## src/rtl/mmio_io_ctrl_if.sv

```systemverilog
// Processor data-bus port for memory-mapped peripherals.
// The master drives address, strobes and write data; the slave returns read data.
interface mmio_io_ctrl_if #(
  parameter int unsigned DBITS = 32
) ();
  logic [DBITS-1:0] addr_in;
  logic             wr_en;
  logic [DBITS-1:0] wr_data;
  logic             rd_en;
  logic [DBITS-1:0] rd_data;
  logic             rd_valid;

  modport master (
    output addr_in, wr_en, wr_data, rd_en,
    input  rd_data, rd_valid
  );

  modport slave (
    input  addr_in, wr_en, wr_data, rd_en,
    output rd_data, rd_valid
  );
endinterface

```

## src/rtl/mmio_io_ctrl.sv

```systemverilog
// Memory-mapped board I/O: debounced SW/KEY with sticky key-press flags,
// registered LEDR/LEDG and a seven-segment HEX display.
module mmio_io_ctrl #(
  parameter int unsigned      DBITS           = 32,
  parameter logic [DBITS-1:0] ADDR_HEX        = DBITS'(32'hF000_0000),
  parameter logic [DBITS-1:0] ADDR_LEDR       = DBITS'(32'hF000_0004),
  parameter logic [DBITS-1:0] ADDR_LEDG       = DBITS'(32'hF000_0008),
  parameter logic [DBITS-1:0] ADDR_KEY        = DBITS'(32'hF000_0010),
  parameter logic [DBITS-1:0] ADDR_SW         = DBITS'(32'hF000_0014),
  parameter logic [DBITS-1:0] ADDR_KEYEDGE    = DBITS'(32'hF000_0018),
  parameter int unsigned      NKEYS           = 4,
  parameter int unsigned      NSW             = 10,
  parameter int unsigned      NLEDR           = 10,
  parameter int unsigned      NLEDG           = 8,
  parameter int unsigned      NHEX            = 6,
  parameter int unsigned      DEBOUNCE_CYCLES = 16
) (
  input  logic               CLOCK_50,
  input  logic               FPGA_RESET_N,
  mmio_io_ctrl_if.slave      bus,
  input  logic [NKEYS-1:0]   KEY,
  input  logic [NSW-1:0]     SW,
  output logic [NLEDR-1:0]   LEDR,
  output logic [NLEDG-1:0]   LEDG,
  output logic [7*NHEX-1:0]  HEX
);

  localparam int unsigned   CW       = (DEBOUNCE_CYCLES > 1) ? $clog2(DEBOUNCE_CYCLES) : 1;
  localparam int unsigned   HBITS    = 4 * NHEX;
  localparam logic [CW-1:0] CNT_LAST = CW'(DEBOUNCE_CYCLES - 1);

  // Key inputs are active-low, so their idle (released) value is all ones.
  logic [NKEYS-1:0] key_meta, key_sync, key_stable;
  logic [NKEYS-1:0] key_upd_c, key_fall_c, key_pressed_c;
  logic [CW-1:0]    key_cnt [NKEYS];

  logic [NSW-1:0]   sw_meta, sw_sync, sw_stable;
  logic [NSW-1:0]   sw_upd_c;
  logic [CW-1:0]    sw_cnt [NSW];

  logic [NKEYS-1:0] key_edge, edge_clr_c;
  logic [HBITS-1:0] hex_reg;
  logic             hex_blank;
  logic [7*NHEX-1:0] hex_next_c;

  logic             wr_hex_c, wr_ledr_c, wr_ledg_c, wr_edge_c;
  logic [DBITS-1:0] rd_mux_c;
  logic             unused_wr_bits;

  assign unused_wr_bits = ^bus.wr_data;

  // Seven-segment decode, active-low, bit0 = segment a.
  function automatic logic [6:0] seg7(input logic [3:0] nib);
    logic [6:0] s;
    case (nib)
      4'h0: s = 7'h40;
      4'h1: s = 7'h79;
      4'h2: s = 7'h24;
      4'h3: s = 7'h30;
      4'h4: s = 7'h19;
      4'h5: s = 7'h12;
      4'h6: s = 7'h02;
      4'h7: s = 7'h78;
      4'h8: s = 7'h00;
      4'h9: s = 7'h10;
      4'hA: s = 7'h08;
      4'hB: s = 7'h03;
      4'hC: s = 7'h46;
      4'hD: s = 7'h21;
      4'hE: s = 7'h06;
      default: s = 7'h0E;
    endcase
    return s;
  endfunction

  // A bit commits on its DEBOUNCE_CYCLES-th consecutive cycle of disagreement.
  always_comb begin
    key_upd_c = '0;
    sw_upd_c  = '0;
    for (int i = 0; i < NKEYS; i++)
      key_upd_c[i] = (key_sync[i] != key_stable[i]) && (key_cnt[i] == CNT_LAST);
    for (int i = 0; i < NSW; i++)
      sw_upd_c[i] = (sw_sync[i] != sw_stable[i]) && (sw_cnt[i] == CNT_LAST);
  end

  assign key_fall_c    = key_upd_c & key_stable;
  assign key_pressed_c = ~key_stable;

  always_ff @(posedge CLOCK_50 or negedge FPGA_RESET_N) begin
    if (!FPGA_RESET_N) begin
      key_meta   <= '1;
      key_sync   <= '1;
      key_stable <= '1;
      for (int i = 0; i < NKEYS; i++) key_cnt[i] <= '0;
    end else begin
      key_meta   <= KEY;
      key_sync   <= key_meta;
      key_stable <= key_stable ^ key_upd_c;
      for (int i = 0; i < NKEYS; i++) begin
        if ((key_sync[i] == key_stable[i]) || key_upd_c[i]) key_cnt[i] <= '0;
        else                                                 key_cnt[i] <= key_cnt[i] + 1'b1;
      end
    end
  end

  always_ff @(posedge CLOCK_50 or negedge FPGA_RESET_N) begin
    if (!FPGA_RESET_N) begin
      sw_meta   <= '0;
      sw_sync   <= '0;
      sw_stable <= '0;
      for (int i = 0; i < NSW; i++) sw_cnt[i] <= '0;
    end else begin
      sw_meta   <= SW;
      sw_sync   <= sw_meta;
      sw_stable <= sw_stable ^ sw_upd_c;
      for (int i = 0; i < NSW; i++) begin
        if ((sw_sync[i] == sw_stable[i]) || sw_upd_c[i]) sw_cnt[i] <= '0;
        else                                              sw_cnt[i] <= sw_cnt[i] + 1'b1;
      end
    end
  end

  // Write address decode; KEY, SW and unmapped addresses fall through.
  always_comb begin
    wr_hex_c   = 1'b0;
    wr_ledr_c  = 1'b0;
    wr_ledg_c  = 1'b0;
    wr_edge_c  = 1'b0;
    edge_clr_c = '0;
    if (bus.wr_en) begin
      wr_hex_c  = (bus.addr_in == ADDR_HEX);
      wr_ledr_c = (bus.addr_in == ADDR_LEDR);
      wr_ledg_c = (bus.addr_in == ADDR_LEDG);
      wr_edge_c = (bus.addr_in == ADDR_KEYEDGE);
    end
    if (wr_edge_c) edge_clr_c = bus.wr_data[NKEYS-1:0];
  end

  // Sticky press flags; a press landing on a clear keeps the flag set.
  always_ff @(posedge CLOCK_50 or negedge FPGA_RESET_N) begin
    if (!FPGA_RESET_N) key_edge <= '0;
    else               key_edge <= (key_edge & ~edge_clr_c) | key_fall_c;
  end

  always_ff @(posedge CLOCK_50 or negedge FPGA_RESET_N) begin
    if (!FPGA_RESET_N) begin
      LEDR      <= '0;
      LEDG      <= '0;
      hex_reg   <= '0;
      hex_blank <= 1'b1;
    end else begin
      if (wr_ledr_c) LEDR <= bus.wr_data[NLEDR-1:0];
      if (wr_ledg_c) LEDG <= bus.wr_data[NLEDG-1:0];
      if (wr_hex_c) begin
        hex_reg   <= bus.wr_data[HBITS-1:0];
        hex_blank <= 1'b0;
      end
    end
  end

  // Read mux sees pre-write register values, so same-cycle RAW returns old data.
  always_comb begin
    rd_mux_c = '0;
    if      (bus.addr_in == ADDR_HEX)     rd_mux_c = DBITS'(hex_reg);
    else if (bus.addr_in == ADDR_LEDR)    rd_mux_c = DBITS'(LEDR);
    else if (bus.addr_in == ADDR_LEDG)    rd_mux_c = DBITS'(LEDG);
    else if (bus.addr_in == ADDR_KEY)     rd_mux_c = DBITS'(key_pressed_c);
    else if (bus.addr_in == ADDR_SW)      rd_mux_c = DBITS'(sw_stable);
    else if (bus.addr_in == ADDR_KEYEDGE) rd_mux_c = DBITS'(key_edge);
  end

  always_ff @(posedge CLOCK_50 or negedge FPGA_RESET_N) begin
    if (!FPGA_RESET_N) begin
      bus.rd_data  <= '0;
      bus.rd_valid <= 1'b0;
    end else begin
      bus.rd_valid <= bus.rd_en;
      if (bus.rd_en) bus.rd_data <= rd_mux_c;
    end
  end

  always_comb begin
    hex_next_c = '1;
    for (int i = 0; i < NHEX; i++)
      hex_next_c[7*i +: 7] = hex_blank ? 7'h7F : seg7(hex_reg[4*i +: 4]);
  end

  always_ff @(posedge CLOCK_50 or negedge FPGA_RESET_N) begin
    if (!FPGA_RESET_N) HEX <= '1;
    else               HEX <= hex_next_c;
  end

endmodule
```

## src/flat_wrapper.sv

```systemverilog
// flat-port wrapper written by rule: the top's interface ports become plain ports
module mmio_io_ctrl_flat 
#(
  parameter int unsigned      DBITS           = 32,
  parameter logic [DBITS-1:0] ADDR_HEX        = DBITS'(32'hF000_0000),
  parameter logic [DBITS-1:0] ADDR_LEDR       = DBITS'(32'hF000_0004),
  parameter logic [DBITS-1:0] ADDR_LEDG       = DBITS'(32'hF000_0008),
  parameter logic [DBITS-1:0] ADDR_KEY        = DBITS'(32'hF000_0010),
  parameter logic [DBITS-1:0] ADDR_SW         = DBITS'(32'hF000_0014),
  parameter logic [DBITS-1:0] ADDR_KEYEDGE    = DBITS'(32'hF000_0018),
  parameter int unsigned      NKEYS           = 4,
  parameter int unsigned      NSW             = 10,
  parameter int unsigned      NLEDR           = 10,
  parameter int unsigned      NLEDG           = 8,
  parameter int unsigned      NHEX            = 6,
  parameter int unsigned      DEBOUNCE_CYCLES = 16
)
  (CLOCK_50, FPGA_RESET_N, KEY, SW, LEDR, LEDG, HEX, bus_addr_in, bus_wr_en, bus_wr_data, bus_rd_en, bus_rd_data, bus_rd_valid);
  mmio_io_ctrl_if #(.DBITS(DBITS)) bus_i ();
  input  logic CLOCK_50;
  input  logic FPGA_RESET_N;
  input  logic [NKEYS-1:0] KEY;
  input  logic [NSW-1:0] SW;
  output logic [NLEDR-1:0] LEDR;
  output logic [NLEDG-1:0] LEDG;
  output logic [7*NHEX-1:0] HEX;
  input wire logic [$bits(bus_i.addr_in)-1:0] bus_addr_in;
  input wire logic [$bits(bus_i.wr_en)-1:0] bus_wr_en;
  input wire logic [$bits(bus_i.wr_data)-1:0] bus_wr_data;
  input wire logic [$bits(bus_i.rd_en)-1:0] bus_rd_en;
  output wire logic [$bits(bus_i.rd_data)-1:0] bus_rd_data;
  output wire logic [$bits(bus_i.rd_valid)-1:0] bus_rd_valid;
  assign bus_i.addr_in = bus_addr_in;
  assign bus_i.wr_en = bus_wr_en;
  assign bus_i.wr_data = bus_wr_data;
  assign bus_i.rd_en = bus_rd_en;
  assign bus_rd_data = bus_i.rd_data;
  assign bus_rd_valid = bus_i.rd_valid;
  mmio_io_ctrl #(.DBITS(DBITS), .ADDR_HEX(ADDR_HEX), .ADDR_LEDR(ADDR_LEDR), .ADDR_LEDG(ADDR_LEDG), .ADDR_KEY(ADDR_KEY), .ADDR_SW(ADDR_SW), .ADDR_KEYEDGE(ADDR_KEYEDGE), .NKEYS(NKEYS), .NSW(NSW), .NLEDR(NLEDR), .NLEDG(NLEDG), .NHEX(NHEX), .DEBOUNCE_CYCLES(DEBOUNCE_CYCLES)) u_core (.CLOCK_50(CLOCK_50), .FPGA_RESET_N(FPGA_RESET_N), .bus(bus_i), .KEY(KEY), .SW(SW), .LEDR(LEDR), .LEDG(LEDG), .HEX(HEX));
endmodule
```

## config.mk

```make
export PLATFORM = sky130hd
export DESIGN_NAME = mmio_io_ctrl_flat
export DESIGN_NICKNAME = d
export VERILOG_FILES = /design/src/rtl/mmio_io_ctrl_if.sv /design/src/rtl/mmio_io_ctrl.sv /design/src/flat_wrapper.sv
export SDC_FILE = /design/constraint.sdc
export NUM_CORES = 1
export LEC_CHECK = 0
export BUFFER_PORTS_ARGS = -buffer_cell sky130_fd_sc_hd__buf_2
export CORE_MARGIN = 4
export CORE_UTILIZATION = 60
export CTS_CLUSTER_DIAMETER = 80
export DETAILED_ROUTE_END_ITERATION = 6
export PLACE_DENSITY = 0.85
export SYNTH_ARGS = -nofsm -noshare
export SYNTH_HDL_FRONTEND = slang
export SYNTH_SLANG_ARGS = --single-unit
```

## constraint.sdc

```tcl
create_clock -name CLOCK_50 -period 3.7 [get_ports CLOCK_50]
set_clock_uncertainty 0.2 [all_clocks]
set_input_delay 0.555 -clock CLOCK_50 [delete_from_list [all_inputs] [get_ports CLOCK_50]]
set_output_delay 0.555 -clock CLOCK_50 [all_outputs]
set_load 0.01 [all_outputs]
```

# ---- After elaboration in Yosys (flattened, before gate mapping)
# Memories as Yosys holds them, arrays and structs flattened.
# Cells that the tools add are included.
dict set report word_totals {
  out_inout_bits 93
  romBits 672
  mem_count 6
  input_bits 82
  ff_bits 220
}
dict set report classes {
  n_mux 31
  addsub 14
  reduce_logical 28
  n_eq_ne 48
  bitwise 7
}
# name depth width rd rd_clocked_by_memory_dff wr line_no
set memory_table {}
lappend memory_table {{(no name shown)} 16 7 1 0 0 mmio_io_ctrl.sv:55} ;# case (nib)
lappend memory_table {{(no name shown)} 16 7 1 0 0 mmio_io_ctrl.sv:55}
lappend memory_table {{(no name shown)} 16 7 1 0 0 mmio_io_ctrl.sv:55}
lappend memory_table {{(no name shown)} 16 7 1 0 0 mmio_io_ctrl.sv:55}
lappend memory_table {{(no name shown)} 16 7 1 0 0 mmio_io_ctrl.sv:55}
lappend memory_table {{(no name shown)} 16 7 1 0 0 mmio_io_ctrl.sv:55}
# cell n
set op_table {}
lappend op_table {{== test 32 bit, second input constant} 6}
lappend op_table {{two-way mux 32 bit} 5}
lappend op_table {{two-way mux 4 bit} 16}
lappend op_table {{adder 4 x 1 -> 4 bit, second input constant} 14}
lappend op_table {{== test 4 bit, second input constant} 14}
lappend op_table {{two-way mux 7 bit} 6}
lappend op_table {{== test 1 bit} 14}
lappend op_table {{logical AND 1 bit} 14}
lappend op_table {{logical OR 1 bit} 14}
lappend op_table {{inequality test 1 bit} 14}
lappend op_table {{bitwise XOR 10 bit} 1}
lappend op_table {{AND 4 bit} 2}
lappend op_table {{inverter 4 bit} 2}
lappend op_table {{two-way mux 1 bit} 4}
lappend op_table {{bitwise OR 4 bit} 1}
lappend op_table {{bitwise XOR 4 bit} 1}

# ---- Longest topological paths before layout
# Gate-level depths: netlist of run 1.
dict set report depth {
  word_depth 7
  depth_mapped 7
  mapped_depth_nobuf 6
}

# ---- Worst setup path before layout of run 1
# Ideal clock, no wire load.
dict set report synth_path {
  path_kind {input to register}
  start {in bus_addr_in[1]}
  end {reg u_core.hex_reg[11]}
  path_stages 7
  required_time_ns 3.375
  t_arrival_ns 2.753
  setup_slack_ns 0.622
  cell_sequence {or4_4 > or4b_1 > or3_1 > buf_6 > nor2_8 > buf_12 > mux2_2}
}
dict set report synth_via {
  elab_chain_len 2
}
# item line_no
set synth_rtl {}
lappend synth_rtl {{from (decl)} flat_wrapper.sv:27} ;# input wire logic [$bits(bus_i.addr_in)-1:0] bus_addr_in;
lappend synth_rtl {{== test 32 bit} mmio_io_ctrl.sv:131} ;# wr_hex_c = (bus.addr_in == ADDR_HEX);
lappend synth_rtl {{two-way mux 1 bit} mmio_io_ctrl.sv:130} ;# if (bus.wr_en) begin
lappend synth_rtl {{to (signal assigned)} mmio_io_ctrl.sv:155} ;# hex_reg <= bus.wr_data[HBITS-1:0];
lappend synth_rtl {{to (decl)} mmio_io_ctrl.sv:42} ;# logic [HBITS-1:0] hex_reg;
# Every way passes these cells.
# A chain may end at the register's enable or synchronous reset.

# ---- Final worst setup path of run 1
dict set report layout_path {
  start {in bus_addr_in[1]}
  end {reg u_core.LEDR[3]}
}
dict set report layout_via {
  elab_chain_len 2
}
# item line_no
set layout_rtl {}
lappend layout_rtl {{== test 32 bit} mmio_io_ctrl.sv:132} ;# wr_ledr_c = (bus.addr_in == ADDR_LEDR);
lappend layout_rtl {{two-way mux 1 bit} mmio_io_ctrl.sv:130}
lappend layout_rtl {{to (signal assigned)} mmio_io_ctrl.sv:152} ;# if (wr_ledr_c) LEDR <= bus.wr_data[NLEDR-1:0];
lappend layout_rtl {{to (decl)} mmio_io_ctrl.sv:23} ;# output logic [NLEDR-1:0] LEDR,
# Every way passes these cells.

==> results of run 1 <==
==> area by class of cell <==
class	count	area [um2]
fill	1071	4303
inverter	44	165.2
clock inverter	12	141.4
multi-input combinational	519	3950
tap	216	270.3
clock buffer	30	651.9
timing repair buffer	180	1030
sequential	212	5374
==> cell usage in the layout, fill, tap and decap left out, types with 20 or more instances in the layout <==
cell type  synthesis  final
nor2_1            95     95
a22o_1            20     20
inv_1             43     43
clkbuf_16          0     23
buf_2              0    157
dfstp_2           55     55
mux2_2            63     63
ha_1              50     50
o21ai_0           27     27
nand3_1           30     30
nand2_1           26     26
mux2i_1           20     20
dfrtp_1          157    157
xnor2_1           28     28
==> metrics by stage <==
step	utilization	std cells	area [um2]	setup WS [ns]
after global routing	0.7291	1213	11580	0.7274
after global placement	0.6691	1155	10630	0.3363
after floorplan	-	816	9721	0.6220
after detailed placement	0.6691	1155	10630	0.3054
after CTS	0.7291	1213	11580	0.8358
final	0.7291	1213	11580	0.7976
==> worst max-delay path, delay by kind of cell <==
kind          cells  cell delay, ns
buf+inv           1            0.10
mux               1            0.44
simple gates      4            1.99
==> worst min-delay path by stage <==
| stage | cells after the start | slack (ns) | endpoint |
|---|---|---|---|
| after global placement | 0 | 0.13 | u_core.sw_sync[0] |
| after CTS | 2 | 0.06 | u_core.hex_reg[15] |
| after floorplan | 0 | 0.06 | asynchronous set/reset pin |
| final | 2 | 0.08 | u_core.hex_reg[19] |
| after global routing | 2 | 0.08 | u_core.hex_reg[17] |
| after detailed placement | 0 | 0.14 | u_core.sw_sync[5] |
==> metal layers <==
metal	global-route usage	up-vias	wire, um
li1	-	3130	-
met5	0	-	0
met1	0.2943	3287	8316
met3	0.04136	55	1261
met4	0.08175	0	663
met2	0.3927	231	10520
==> logic make-up after synthesis <==
family | synth area share
and+or+nand+nor | 0.1065
AOI/OAI and AO/OA | 0.08647
buffers and inverters | 0.04091
adders and majority gates | 0.06453
muxes | 0.1089
DFF | 0.5543
other | 0.0003868
xor gates and xnor gates | 0.03795
==> what timing repair did <==
item	CTS	global route
endpoints found under the hold margin	74	0
hold buffers	16	0
setup endpoints to repair	0	0
==> where the power goes <==
| group | internal (mW) | total [mW] | switching (mW) |
|---|---|---|---|
| registers | 2.38 | 2.42 | 0.0379 |
| clock network | 1.45 | 2.37 | 0.916 |
| logic | 0.102 | 0.247 | 0.145 |
| total | 3.93 | 5.03 | 1.10 |
==> results by group, run 1 <==
Status
  • Status: complete, no violations

Final layout
  • Share of cells above drive strength 1: 0.3410
  • Max FFs per register: 42
  • Layout Nets: 1,112
  • # diodes: 0
  • Syn-to-layout area delta: 19.48%
  • Largest Register: u_core.HEX
  • Largest regs: u_core.HEX: 42 flops, u_core.sw_cnt: 40 flops

Timing
  • Setup Viol. Count Final: 0
  • Max-slew violation count: 0
  • RSZ-0062 raised after global routing: no
  • Worst hold margin: 0.07545 ns
  • Fmax: between 300 and 400 MHz
  • Period minus WS final: around 2.9 ns
  • Setup Total Neg Slack: 0 ns
  • Final hold viol count: 0
  • Max_slew headroom: 0.4631
  • Worst slew pin tran: between 0.8 and 0.9 ns
  • Final period utilization: 0.7844

Synthesis
  • Yosys cell types: 51
  • Ys Warns: 0
  • Area contributors post-synth: dfrtp_1, dfstp_2, mux2_2, ha_1, nor2_1
  • Synth cell count leaders: dfrtp_1, nor2_1, mux2_2
  • Post-synth EDFFs: 0
  • Yosys reg bits: between 200 and 250
  • Cells after synthesis: approximately 810
  • Post-synthesis sequential area ratio: 0.5543
  • Mapped Avg Cell Area: roughly 12 um2
  • Synth top area share: 0.4053
  • Most used DFF post-synth: dfrtp_1
  • Post-synthesis cell area: just under 0.01 mm2
  • Post-synthesis async set-or-reset flop share: 1.000
  • Synth area leader: dfrtp_1
  • Most frequent cell after synthesis: dfrtp_1

Pwr
  • Tot Pwr: around 5 mW
  • Pleak: approximately 5.7 nW
  • VDD IR max: between 0.3 and 0.4 mV
  • PwrDens: between 400 and 500 mW/mm2

Critical path
  • Setup crit end kind: flip-flop
  • Crit path kind: input pin to flip-flop
  • R2R setup slack: 1.68 ns
  • WP data required: ~3.9 ns
  • Critical path fanouts, max: 10
  • Crit path cell chain: buf_2 > or4_4 > or4b_1 > nor4_1 > nand4_2 > mux2_2
  • Critical R2R Capture: u_core.HEX[3]
  • Worst setup path end: u_core.LEDR[3]
  • Crit path largest cell delay: roughly 0.53 ns
  • Startpoint types: input pin
  • Crit path arrival time: around 3 ns
  • CP max stage cell: or4b_1
  • Crit path from: bus_addr_in[1]
  • Reg-to-reg startpoint: u_core.hex_reg[0]
  • FF-to-FF path depth: 5

Drt
  • WL final: between 20 and 25 mm
  • Via-per-instance ratio: roughly 5.5
  • Residual DRC: 0
  • DRT antenna net count: 0
  • Vias post-DR: around 6,700
  • Routed WL per cell: around 17 um
  • Drt first pass iters: 4
  • Initial drt markers: around 340

Clock network
  • # Post-CTS Setup Buffers: 0
  • H-tree Lvls: 1
  • CTS resizes: 0
  • Root buffer cell: clkbuf_16
  • CTS buffer count: 23
  • Clk sinks: 212
  • Clk_lat worst skew: slightly above 0.5 ns
  • CTS tree: built
  • Clock Pin Slew Worst Setup and Hold Paths: about 0.06 ns
  • Max clock buf depth: 3

Die
  • Width of the die: around 140 um
  • Core ar.: about 0.016 mm2
  • Initial core utilization: 0.6103
  • Die height: ~140 um
  • Die Footprint: 0.01825 mm2
  • Num rows: 46
  • # IOs: between 150 and 200

Min path
  • Hold path startpoint: bus_wr_data[19]
  • Hold WC Path Type: input pin to flip-flop

Place
  • Dpl hpwl: approximately 14 mm
  • Gpl congestion: roughly 0.82
  • Port Buffer Count: 158

Global routing
  • Overall routing resource usage: 0.2291
  • Largest net degree at the start of global routing: 96
  • Global-route wire length before repair: about 34 mm
  • Grt ovf: 0
  • Initial antenna violation count: 0
  • Vias in the first global route: a little under 7,000

Flow run
  • Number of max-cap violations: 0
Power figures use the tool's default switching activity.
==> run 2, diff against run 1 <==
ABC_AREA = 1   (was default)
CORE_UTILIZATION = 56   (was 60)
PLACE_DENSITY = 0.8   (was 0.85)
clock period = 2.88 ns   (was 3.7 ns; I/O delays follow)
==> run 2 against run 1 <==
Sequential cell count is the same. Area after synthesis grew 1.4%. Register-to-register slack lost 0.72 ns. Non-clock buffer count grew 18. Power grew 22%. Design area grew 1.8%. Count of clock-buffer cells in the layout grew 5. Sequential power grew 28%. Via count grew 12%. First-iteration DRC count grew 23%. Setup slack lost 0.014 ns. Critical path type unchanged.
==> results by group, run 2 <==
Die
  • # IOs: about 180
  • Initial core utilization: 0.5706
  • Num rows: between 40 and 50
  • Width of the die: 140.5 um
  • Core ar.: around 0.017 mm2
  • Die Footprint: a little under 0.02 mm2
  • Die height: roughly 140 um

Critical path
  • R2R setup slack: 0.96 ns
  • Delay-heaviest family, CP: buffers and inverters
  • Crit path kind: input pin to flip-flop
  • Critical path fanouts, max: 23
  • Crit path largest cell delay: around 0.63 ns
  • Buf+Inv Stages, Crit Path: 4
  • CP max stage cell: inv_1
  • Crit path cell chain: dlygate4sd3_1 > buf_2 > inv_1 > buf_4 > nand2_1 > o31ai_1
  • Startpoint types: input pin
  • Crit path arrival time: 2.29 ns
  • Setup crit end kind: flip-flop
  • WP data required: 3.07 ns

Synthesis
  • Synth cell count leaders: nand2_1, dfrtp_1, inv_1
  • Largest family of logic cells by synthesized area: simple AND/OR/NAND/NOR gates
  • Synth area leader: dfrtp_1
  • Post-synthesis sequential area ratio: 0.5464
  • Post-Synth Simple-Gate Area: 0.1877
  • Synth top area share: 0.3995
  • Yosys cell types: 43
  • Post-synth EDFFs: 0
  • Cells after synthesis: ~1,000
  • Most used DFF post-synth: dfrtp_1
  • Yosys reg bits: between 200 and 250
  • Compound-Gate Fraction of Synth Area: 0.09478
  • Adder-Cell Fraction of Synth Area: 0.06361
  • Most frequent cell after synthesis: nand2_1
  • Post-synthesis async set-or-reset flop share: 1.000
  • Mux contribution to synthesized area: 0.009160
  • Post-synthesis cell area: between 0.009 and 0.01 mm2
  • Area contributors post-synth: dfrtp_1, dfstp_2, nand2_1, ha_1, nand3_1
  • Ys Warns: 0
  • Mapped Avg Cell Area: roughly 9.7 um2
  • Post-Synth XOR/XNOR Area: 0.03295

Drt
  • Initial drt markers: 422
  • Drt first pass iters: 6
  • DRT antenna net count: 0
  • Routed WL per cell: about 15 um
  • Vias post-DR: roughly 7,500
  • Residual DRC: 0
  • Via-per-instance ratio: 5.174
  • WL final: 21.15 mm

Global routing
  • Met1 GRT Util: 0.2845
  • Busiest grt layer: met2
  • GR Layer Usage met2: 0.3601
  • Grt met3 use: 0.04097
  • Grt ovf: 0
  • Largest net degree at the start of global routing: 74
  • Global-route wire length before repair: about 35 mm
  • Vias in the first global route: ~7,300
  • Initial antenna violation count: 0
  • Overall routing resource usage: 0.2140

Timing
  • Worst hold margin: ~0.034 ns
  • Setup Viol. Count Final: 0
  • Setup Total Neg Slack: 0 ns
  • Final period utilization: 0.7277
  • Final hold viol count: 0
  • Max-slew violation count: 0
  • RSZ-0062 raised after global routing: no
  • Fmax: 477.1 MHz
  • Worst slew pin tran: around 0.99 ns
  • Max_slew headroom: 0.3383
  • Period minus WS final: roughly 2.1 ns

Final layout
  • Commonest non-fill, non-tap cell in the layout: nand2_1
  • Share of cells above drive strength 1: 0.2555
  • Syn-to-layout area delta: 19.89%
  • Largest Register: u_core.HEX
  • Layout Nets: about 1,300
  • Max FFs per register: 42
  • Largest regs: u_core.HEX: 42 flops, u_core.sw_cnt: 40 flops
  • # diodes: 0
  • Most frequent cells in the layout: nand2_1, dfrtp_1, buf_2, inv_1, nor2_1

Status
  • Status: complete, no violations

Clock network
  • Max clock buf depth: 3
  • Clock Pin Slew Worst Setup and Hold Paths: roughly 0.060 ns
  • CTS tree: built
  • CTS resizes: 0
  • H-tree Lvls: 1
  • Clk_lat worst skew: roughly 0.50 ns
  • Root buffer cell: clkbuf_16
  • Clk sinks: between 200 and 250
  • CTS buffer count: 22

Pwr
  • Pleak: about 5.7 nW
  • VDD IR max: ~0.53 mV
  • PwrDens: around 520 mW/mm2

Place
  • Port Buffer Count: around 160
  • Gpl congestion: 0.8890
  • Dpl hpwl: around 15 mm

Min path
  • Hold WC Path Type: input pin to flip-flop

Flow run
  • Number of max-cap violations: 0
[run 2: changes by cell type after synthesis, sizes merged, moves of 13 or more]
cell and change:
inv +56, o21ai +60, nor2b -13, nand2b -16
nand2 +188, mux2i -20, a22o -20, xnor2 -14
o31ai +14, nand3 +58, mux2 -56
[run 2: metrics by stage]
step	utilization	std cells	instance area (um2)	power, mW	worst slack [ns]
2_1_floorplan	-	1024	9861	3.283	1.055
3_3_place_gp	0.6259	1376	10790	3.421	0.5510
3_5_place_dp	0.6259	1376	10790	3.436	0.4794
4_1_cts	0.6840	1446	11790	6.198	0.8311
5_1_grt	0.6840	1446	11790	6.392	0.6986
6_report	0.6840	1446	11790	6.133	0.7841
[run 2: per-layer routing]
layer	vias to the layer above	wire length (um)
met2	243	10280
met1	3518	8919
li1	3680	-
met4	0	473
met5	-	0
met3	41	1480
[run 2: cell families after synthesis]
| kind of cell | Yosys count |
|---|---|
| other cells | 1 |
| fa+ha+maj | 50 |
| mux | 8 |
| compound gates | 147 |
| flops | 212 |
| xor+xnor | 37 |
| buf+inv | 143 |
| simple gates | 419 |
[run 2: power by group]
group	internal [mW]	total, mW	switching (mW)
Sequential	3.06	3.10	0.0451
Combinational	0.132	0.311	0.179
Clock	1.60	2.72	1.12
[run 2: repair_timing]
action,4_1_cts,5_1_grt
hold buffers,30,0
hold endpoints to repair,68,0
buffers inserted,0,0
[run 2: final timing paths]
kind,startpoint,to,cells past startpoint
min in group asynchronous,FPGA_RESET_N,u_core.bus.rd_data[17],2
max reg2reg,u_core.hex_blank,u_core.HEX[37],2
min,bus_wr_data[8],u_core.hex_reg[8],3
max,bus_rd_en,u_core.bus.rd_data[22],6
min reg2reg,u_core.sw_meta[2],u_core.sw_sync[2],0
max in group asynchronous,FPGA_RESET_N,u_core.key_meta[1],3
[run 2: worst reg2reg max path, cell delays in order (launching register included)]
cell and delay, ns:
dfstp_2 0.45, inv_1 0.75, o311ai_0 0.36
[run 2: area by class of cell]
type | count | area (um2)
clock inverters | 5 | 31.28
multi-input cells | 669 | 3850
clock buffers | 35 | 670.6
flip-flops and latches | 212 | 5374
inverters | 102 | 382.9
fillers | 1295 | 5446
well taps | 225 | 281.5
repair buffers | 198 | 1200
